<file path="src/rtl/uart_pkg.sv">
// Shared types and constants for the UART transmit engine.
//   parity_t   : parity selection (none / even / odd)
//   tx_state_t : transmit FSM state encoding
//   MIN_DATA_BITS / MAX_DATA_BITS : legal data-bit range
package uart_pkg;

  localparam int unsigned MIN_DATA_BITS = 5;
  localparam int unsigned MAX_DATA_BITS = 9;

  typedef enum logic [1:0] {
    PAR_NONE = 2'd0,
    PAR_EVEN = 2'd1,
    PAR_ODD  = 2'd2
  } parity_t;

  typedef enum logic [2:0] {
    ST_IDLE   = 3'd0,
    ST_START  = 3'd1,
    ST_DATA   = 3'd2,
    ST_PARITY = 3'd3,
    ST_STOP   = 3'd4
  } tx_state_t;

endpackage

</file>
<file path="src/rtl/uart_tx_fifo.sv">
// Synchronous FIFO buffering words for the UART transmitter.
// Ports:
//   clk_i, rst_i      : clock, synchronous active-high reset (flushes contents)
//   push_i, wdata_i   : write request and data (ignored when full)
//   pop_i, rdata_o    : read request (ignored when empty) and head-of-queue data
//   full_o, empty_o   : occupancy flags
//   level_o           : number of stored entries
module uart_tx_fifo #(
  parameter int unsigned DATA_WIDTH = 8,
  parameter int unsigned DEPTH      = 8
) (
  input  logic                       clk_i,
  input  logic                       rst_i,
  input  logic                       push_i,
  input  logic [DATA_WIDTH-1:0]      wdata_i,
  input  logic                       pop_i,
  output logic [DATA_WIDTH-1:0]      rdata_o,
  output logic                       full_o,
  output logic                       empty_o,
  output logic [$clog2(DEPTH):0]     level_o
);

  localparam int unsigned AW = $clog2(DEPTH);

  logic [DATA_WIDTH-1:0] mem_q [DEPTH];
  logic [AW:0]           wr_ptr_q;
  logic [AW:0]           rd_ptr_q;
  logic                  do_push_c;
  logic                  do_pop_c;

  assign do_push_c = push_i && !full_o;
  assign do_pop_c  = pop_i && !empty_o;

  // Pointers carry an extra wrap bit so full and empty are distinguishable.
  assign empty_o = (wr_ptr_q == rd_ptr_q);
  assign full_o  = (wr_ptr_q[AW] != rd_ptr_q[AW]) &&
                   (wr_ptr_q[AW-1:0] == rd_ptr_q[AW-1:0]);
  assign level_o = wr_ptr_q - rd_ptr_q;
  assign rdata_o = mem_q[rd_ptr_q[AW-1:0]];

  // Pointer update
  always_ff @(posedge clk_i) begin
    if (rst_i) begin
      wr_ptr_q <= '0;
      rd_ptr_q <= '0;
    end else begin
      if (do_push_c) wr_ptr_q <= wr_ptr_q + (AW+1)'(1);
      if (do_pop_c)  rd_ptr_q <= rd_ptr_q + (AW+1)'(1);
    end
  end

  // Storage array; contents are invalidated by the pointer reset.
  always_ff @(posedge clk_i) begin
    if (do_push_c) mem_q[wr_ptr_q[AW-1:0]] <= wdata_i;
  end

endmodule

</file>
<file path="src/rtl/uart_tx_engine.sv">
// Parametrised UART transmitter with runtime frame format and baud divider.
// Optional feature macro: UART_TX_FIFO_EN (FIFO_DEPTH-entry TX FIFO and
// fifo_level port); without it a single holding register buffers writes.
// Ports:
//   clk_16mhz, rst          : clock, synchronous active-high reset
//   tx_data/tx_valid/tx_ready : input handshake, LSB transmitted first
//   baud_div                : bit period is baud_div+1 clocks
//   data_bits               : data bits per frame, clamped to 5..DATA_WIDTH
//   parity_mode, two_stop   : parity selection and stop-bit count
//   busy, tx_done           : frame in progress / one-cycle end-of-frame pulse
//   serial_out              : TX line, idles high
//   fifo_level              : FIFO occupancy (FIFO build only)
module uart_tx_engine
  import uart_pkg::*;
#(
  parameter int unsigned DATA_WIDTH = 8,
  parameter int unsigned DIV_WIDTH  = 16,
  parameter int unsigned FIFO_DEPTH = 8
) (
`ifdef UART_TX_FIFO_EN
  output logic [$clog2(FIFO_DEPTH):0] fifo_level,
`endif
  input  logic                  clk_16mhz,
  input  logic                  rst,
  input  logic [DATA_WIDTH-1:0] tx_data,
  input  logic                  tx_valid,
  output logic                  tx_ready,
  input  logic [DIV_WIDTH-1:0]  baud_div,
  input  logic [3:0]            data_bits,
  input  parity_t               parity_mode,
  input  logic                  two_stop,
  output logic                  busy,
  output logic                  tx_done,
  output logic                  serial_out
);

  localparam logic [3:0]            MIN_BITS = 4'(MIN_DATA_BITS);
  localparam logic [3:0]            MAX_BITS = 4'(DATA_WIDTH);
  localparam logic [DATA_WIDTH-1:0] ONES     = '1;

  // Elaboration-time parameter sanity checks
  if (DATA_WIDTH < MIN_DATA_BITS || DATA_WIDTH > MAX_DATA_BITS) begin : g_bad_width
    $error("uart_tx_engine: DATA_WIDTH out of range");
  end
  if (FIFO_DEPTH < 2 || (FIFO_DEPTH & (FIFO_DEPTH - 1)) != 0) begin : g_bad_depth
    $error("uart_tx_engine: FIFO_DEPTH must be a power of two >= 2");
  end

  // Storage abstraction seen by the FSM
  logic                  avail_c;
  logic [DATA_WIDTH-1:0] head_data_c;
  logic                  pop_c;
  logic                  push_c;

`ifdef UART_TX_FIFO_EN
  logic fifo_full_c;
  logic fifo_empty_c;

  assign tx_ready = !fifo_full_c;
  assign push_c   = tx_valid && tx_ready;
  assign avail_c  = !fifo_empty_c;

  uart_tx_fifo #(
    .DATA_WIDTH (DATA_WIDTH),
    .DEPTH      (FIFO_DEPTH)
  ) u_fifo (
    .clk_i   (clk_16mhz),
    .rst_i   (rst),
    .push_i  (push_c),
    .wdata_i (tx_data),
    .pop_i   (pop_c),
    .rdata_o (head_data_c),
    .full_o  (fifo_full_c),
    .empty_o (fifo_empty_c),
    .level_o (fifo_level)
  );
`else
  logic                  hold_valid_q;
  logic [DATA_WIDTH-1:0] hold_data_q;

  assign tx_ready    = !hold_valid_q;
  assign push_c      = tx_valid && tx_ready;
  assign avail_c     = hold_valid_q;
  assign head_data_c = hold_data_q;

  // Holding register; push and pop are mutually exclusive by construction.
  always_ff @(posedge clk_16mhz) begin
    if (rst) begin
      hold_valid_q <= 1'b0;
      hold_data_q  <= '0;
    end else if (push_c) begin
      hold_valid_q <= 1'b1;
      hold_data_q  <= tx_data;
    end else if (pop_c) begin
      hold_valid_q <= 1'b0;
    end
  end
`endif

  // Frame-format decode of the live configuration, used when a word is popped
  logic [3:0]            nbits_c;
  logic [DATA_WIDTH-1:0] mask_c;
  logic                  par_raw_c;

  always_comb begin
    nbits_c = data_bits;
    if (data_bits < MIN_BITS)      nbits_c = MIN_BITS;
    else if (data_bits > MAX_BITS) nbits_c = MAX_BITS;
    mask_c    = ~(ONES << nbits_c);
    par_raw_c = ^(head_data_c & mask_c);
  end

  tx_state_t             state_q,    state_d;
  logic [DIV_WIDTH-1:0]  baud_cnt_q, baud_cnt_d;
  logic [DIV_WIDTH-1:0]  div_q,      div_d;
  logic [3:0]            bit_cnt_q,  bit_cnt_d;
  logic [3:0]            nbits_q,    nbits_d;
  logic                  stop_cnt_q, stop_cnt_d;
  logic                  par_en_q,   par_en_d;
  logic                  par_bit_q,  par_bit_d;
  logic                  two_stop_q, two_stop_d;
  logic [DATA_WIDTH-1:0] data_q,     data_d;
  logic                  serial_q,   serial_d;
  logic                  done_q,     done_d;
  logic                  busy_q,     busy_d;
  logic                  tick_c;

  assign tick_c = (baud_cnt_q == div_q);

  // Next-state and output logic
  always_comb begin
    state_d    = state_q;
    baud_cnt_d = baud_cnt_q + DIV_WIDTH'(1);
    div_d      = div_q;
    bit_cnt_d  = bit_cnt_q;
    nbits_d    = nbits_q;
    stop_cnt_d = stop_cnt_q;
    par_en_d   = par_en_q;
    par_bit_d  = par_bit_q;
    two_stop_d = two_stop_q;
    data_d     = data_q;
    serial_d   = serial_q;
    done_d     = 1'b0;
    pop_c      = 1'b0;

    unique case (state_q)
      ST_IDLE: begin
        baud_cnt_d = '0;
        serial_d   = 1'b1;
        if (avail_c) begin
          pop_c    = 1'b1;
          state_d  = ST_START;
          serial_d = 1'b0;
        end
      end
      ST_START: begin
        if (tick_c) begin
          state_d    = ST_DATA;
          baud_cnt_d = '0;
          bit_cnt_d  = '0;
          serial_d   = data_q[0];
        end
      end
      ST_DATA: begin
        if (tick_c) begin
          baud_cnt_d = '0;
          if (bit_cnt_q == nbits_q - 4'd1) begin
            if (par_en_q) begin
              state_d  = ST_PARITY;
              serial_d = par_bit_q;
            end else begin
              state_d    = ST_STOP;
              serial_d   = 1'b1;
              stop_cnt_d = 1'b0;
            end
          end else begin
            // Shift so the next bit to send is always at index 1 -> 0.
            bit_cnt_d = bit_cnt_q + 4'd1;
            data_d    = data_q >> 1;
            serial_d  = data_q[1];
          end
        end
      end
      ST_PARITY: begin
        if (tick_c) begin
          state_d    = ST_STOP;
          baud_cnt_d = '0;
          serial_d   = 1'b1;
          stop_cnt_d = 1'b0;
        end
      end
      ST_STOP: begin
        if (tick_c) begin
          baud_cnt_d = '0;
          if (two_stop_q && !stop_cnt_q) begin
            stop_cnt_d = 1'b1;
          end else begin
            done_d = 1'b1;
            // Chain straight into the next start bit when data is waiting.
            if (avail_c) begin
              pop_c    = 1'b1;
              state_d  = ST_START;
              serial_d = 1'b0;
            end else begin
              state_d  = ST_IDLE;
              serial_d = 1'b1;
            end
          end
        end
      end
      default: begin
        state_d  = ST_IDLE;
        serial_d = 1'b1;
      end
    endcase

    // Latch the word and the frame format at pop time.
    if (pop_c) begin
      baud_cnt_d = '0;
      div_d      = baud_div;
      nbits_d    = nbits_c;
      par_en_d   = (parity_mode == PAR_EVEN) || (parity_mode == PAR_ODD);
      par_bit_d  = (parity_mode == PAR_ODD) ? ~par_raw_c : par_raw_c;
      two_stop_d = two_stop;
      data_d     = head_data_c;
    end

    busy_d = (state_d != ST_IDLE);
  end

  // State register
  always_ff @(posedge clk_16mhz) begin
    if (rst) begin
      state_q    <= ST_IDLE;
      baud_cnt_q <= '0;
      div_q      <= '0;
      bit_cnt_q  <= '0;
      nbits_q    <= MIN_BITS;
      stop_cnt_q <= 1'b0;
      par_en_q   <= 1'b0;
      par_bit_q  <= 1'b0;
      two_stop_q <= 1'b0;
      data_q     <= '0;
      serial_q   <= 1'b1;
      done_q     <= 1'b0;
      busy_q     <= 1'b0;
    end else begin
      state_q    <= state_d;
      baud_cnt_q <= baud_cnt_d;
      div_q      <= div_d;
      bit_cnt_q  <= bit_cnt_d;
      nbits_q    <= nbits_d;
      stop_cnt_q <= stop_cnt_d;
      par_en_q   <= par_en_d;
      par_bit_q  <= par_bit_d;
      two_stop_q <= two_stop_d;
      data_q     <= data_d;
      serial_q   <= serial_d;
      done_q     <= done_d;
      busy_q     <= busy_d;
    end
  end

  assign serial_out = serial_q;
  assign tx_done    = done_q;
  assign busy       = busy_q;

endmodule

</file>
<file path="config.mk">
export PLATFORM = sky130hd
export DESIGN_NAME = uart_tx_engine
export DESIGN_NICKNAME = d
export VERILOG_FILES = /design/src/rtl/uart_pkg.sv /design/src/rtl/uart_tx_fifo.sv /design/src/rtl/uart_tx_engine.sv
export SDC_FILE = /design/constraint.sdc
export NUM_CORES = 1
export LEC_CHECK = 0
export CAP_MARGIN = 20
export CORE_ASPECT_RATIO = 1.5
export CORE_MARGIN = 2
export CORE_UTILIZATION = 28
export CTS_CLUSTER_SIZE = 20
export DETAILED_ROUTE_END_ITERATION = 8
export DONT_BUFFER_PORTS = 1
export GPL_ROUTABILITY_DRIVEN = 0
export GPL_TIMING_DRIVEN = 0
export MAX_ROUTING_LAYER = met4
export PLACE_DENSITY_LB_ADDON = 0.25
export SLEW_MARGIN = 15
export SYNTH_ARGS = -nofsm -noshare
export SYNTH_HDL_FRONTEND = slang
export SYNTH_SLANG_ARGS = --single-unit
</file>
<file path="constraint.sdc">
create_clock -name clk_16mhz -period 3.4 [get_ports clk_16mhz]
set_input_delay 0.68 -clock clk_16mhz [delete_from_list [all_inputs] [get_ports clk_16mhz]]
set_output_delay 0.68 -clock clk_16mhz [all_outputs]
set_load 0.02 [all_outputs]
</file>
==> summary.md <==
| Metric | Value |
|---|---|
| Outcome | completed |
| Cell Count, Final, Fillers Out | 539 |
| Drt via density | 4.72 |
| Setup Skew | 6.65 ps |
| Slowest-stage cell, CP | nor4_1 |
| Cell variety after synth | 45 |
| CP Class | flip-flop to flip-flop |
| Yosys warns | 0 |
| Die area | 0.0121 mm2 |
| Placed insts | 523 |
| Syn Nets | 414 |
| Skew-Pair Late Insertion Delay | 330 ps |
| Post-CTS Resized | 0 |
| Clock slew at reported path FFs | 50 ps |
| Initial antenna violation count | 0 |
| Period minus WS final | 2300 ps |
| Area delta synth->final | 14.9% |
| Largest net degree at the start of global routing | 12 |
| Initial DRC Count | 104 |
| CP required | 3660 ps |
| Sink Count | 67 |
| Final ANT Viol Nets | 0 |
| Port buffer count | 0 |
| Max incr delay on CP | 450 ps |
| Leakage | 1.35 nW |
| Reg-to-reg critical path startpoint | baud_cnt_q[7] |
| Critical Path Start | baud_cnt_q[7] |
| Final hold violations | 0 |
| Post-route cell area | 0.00360 mm2 |
| CTS tree | done |
| Reg2reg path depth | 8 |
| Top cells by area, synth | dfxtp_1 43%, xor2_1 7.8%, nand2_1 7.3% |
| Crit start category | flip-flop |
| Htree depth | 3 |
| DRC violations left | 0 |
| Die Y | 134 um |
| First-pass DRT Iterations | 4 |
| Die W | 90.4 um |
| Place WS | 1050 ps |
| Final WL | 7.65 mm |
| Unrepaired setup endpoints after global routing | no |
| Max VDD drop | 0.356 mV |
| N_diodes | 0 |
| Mapped Area | 0.00313 mm2 |
| Core Region | 0.0110 mm2 |
| Sum Neg Setup Slack | 0 ps |
| TritonCTS Buffers | 9 |
| Worst-Margin Slew | 618 ps |
| # IOs | 38 |
| Max-Cap Viols | 0 |
| R2R Setup Slk | 1100 ps |
| Reg area | 0.00134 mm2 |
| Share of cells above drive strength 1 | 7.40% |
| Period utilization | 67.6% |
| Worst setup endpoint | div_q[8] |
| Arr. time, crit path | 2550 ps |
| Layout fillers | 1208 |
| Pwr Total | 2.89 mW |
| RR Endpoint | div_q[8] |
| Overflow left after global routing | 0 |
| Fin. max-slew vios | 0 |
| Post-DP HPWL | 5.77 mm |
| Setup slack after layout | 1100 ps |
| First-pass GRT wire length | 12.6 mm |
| Drt wl/cell | 14.2 um |
| CP endpoint kind | flip-flop |
| CP cell instances | xor2_1 -> nor4_1 -> nand4_1 -> o22ai_1 -> buf_2 -> buf_4 -> nand2_1 -> a21oi_1 |
| Nets | 425 |
| Leading area contributor after synthesis | dfxtp_1 |
| Multi-input logic area | 0.00166 mm2 |
| Via count | 2543 |
| WHS | 451 ps |
| Utilization after layout | 32.7% |
| # rows | 47 |
| Share of the synthesized area in the top cell type | 42.8% |
| Syn_area_per_cell | 8.33 um2 |
| Crit path max fanout | 10 |
| CTS max path bufs | 2 |
| All-Layer GR Usage | 13.9% |
| Post-CTS Hold Buffers | 0 |
| Postcts setup bufs | 0 |
| Vias in the first global route | 2567 |
| Post-DP Area | 0.00332 mm2 |
| Initial Utilization | 28.5% |
| Sequential element share of the synthesized area | 42.8% |
| Post-synthesis register bit count | 67 |
| Mapped Cells | 376 |
| Achievable frequency | 435 MHz |
| Pwr dens | 803 mW/mm2 |
| Max_slew headroom | 58.8% |
| Final setup violation count | 0 |
| Worst Hold Class | flip-flop to flip-flop |
| Clk root buf | clkbuf_16 |
[area by class of cell]
| type | count | area share [%] |
|---|---|---|
| plain buffers | 19 | 2.61 |
| clock buffers | 12 | 7.13 |
| clock inverters | 4 | 0.696 |
| inverters | 10 | 1.04 |
| multi-input cells | 280 | 46.1 |
| flip-flops and latches | 67 | 37.3 |
| well taps | 147 | 5.11 |
[report_power, final]
part	switching [mW]	internal, mW	leakage [nW]	total, mW
registers	0.125	0.926	0.545	1.05
clock network	0.335	0.530	0.135	0.865
logic	0.609	0.364	0.672	0.973
[worst min-delay path by stage]
| stage | from | to | slack [ps] | cells after the start |
|---|---|---|---|---|
| global placement | par_bit_q | par_bit_q | 440 | 2 |
| CTS | par_bit_q | par_bit_q | 450 | 2 |
| finish | par_bit_q | par_bit_q | 450 | 2 |
| floorplan | par_bit_q | par_bit_q | 430 | 2 |
| global route | baud_div[0] | div_q[0] | 470 | 2 |
| detailed placement | par_bit_q | par_bit_q | 440 | 2 |
[worst max-delay path: cells and delay by family (launching register included)]
| family | cells | cell delay [ps] |
|---|---|---|
| buffers and inverters | 2 | 480 |
| AO/OA/AOI/OAI | 2 | 370 |
| flip-flops | 1 | 420 |
| AND/OR/NAND/NOR | 3 | 850 |
| XOR/XNOR | 1 | 90 |
[synth_stat cells, drive strengths merged]
cell,number
o31ai,2
a211oi,1
nand2b,5
xnor2,15
nand4b,1
a211o,1
ha,4
inv,10
nor4,4
or2,1
nor2b,2
a21oi,34
clkbuf,10
o22a,1
a22oi,6
nand4,4
mux2i,10
o2111ai,1
dfxtp,67
buf,9
a31oi,2
xnor3,2
o211ai,1
o21bai,1
nor2,48
a21boi,2
o22ai,2
and3,1
or3,3
a21o,2
a41oi,1
o311a,1
xor2,28
a311oi,2
and4,1
nand2,61
o21ai,4
nand3,18
nor3,8
[per-layer routing]
| layer | vias up | share of wire (%) | wire (um) | global-route usage (%) |
|---|---|---|---|---|
| met2 | 60 | 51 | 3920 | 23.6 |
| met1 | 1177 | 41 | 3160 | 14.4 |
| met4 | 0 | 2.2 | 169 | 6.84 |
| met3 | 12 | 5.2 | 400 | 4.58 |
| met5 | - | 0 | 0 | - |
| li1 | 1294 | - | - | - |
[logic make-up after synthesis]
kind of cell    share of synthesized area (%)
compound gates                           12.7
mux                                      3.20
simple gates                             22.0
fa+ha+maj                                1.60
xor+xnor                                 13.5
flops                                    42.8
buf+inv                                  4.19
[layout by cell type, fill, tap and decap left out, types with 5 or more instances in the layout]
master,n
mux2i_1,10
a22oi_1,6
nand2_1,61
clkbuf_16,9
clkbuf_1,10
nor2_1,48
nand2b_1,5
dfxtp_1,67
xor2_1,28
nand3_1,18
a21oi_1,33
inv_1,10
buf_2,5
nor3_1,8
xnor2_1,15
[state kept, by name, indices dropped and copies added, names as in the netlist, 3 cells and up]
signal	cells
div_q	16
nbits_q	4
data_q	8
bit_cnt_q	4
baud_cnt_q	16
head_data_c	8
state_q	3
No activity file was read; power rests on OpenSTA's default activity.
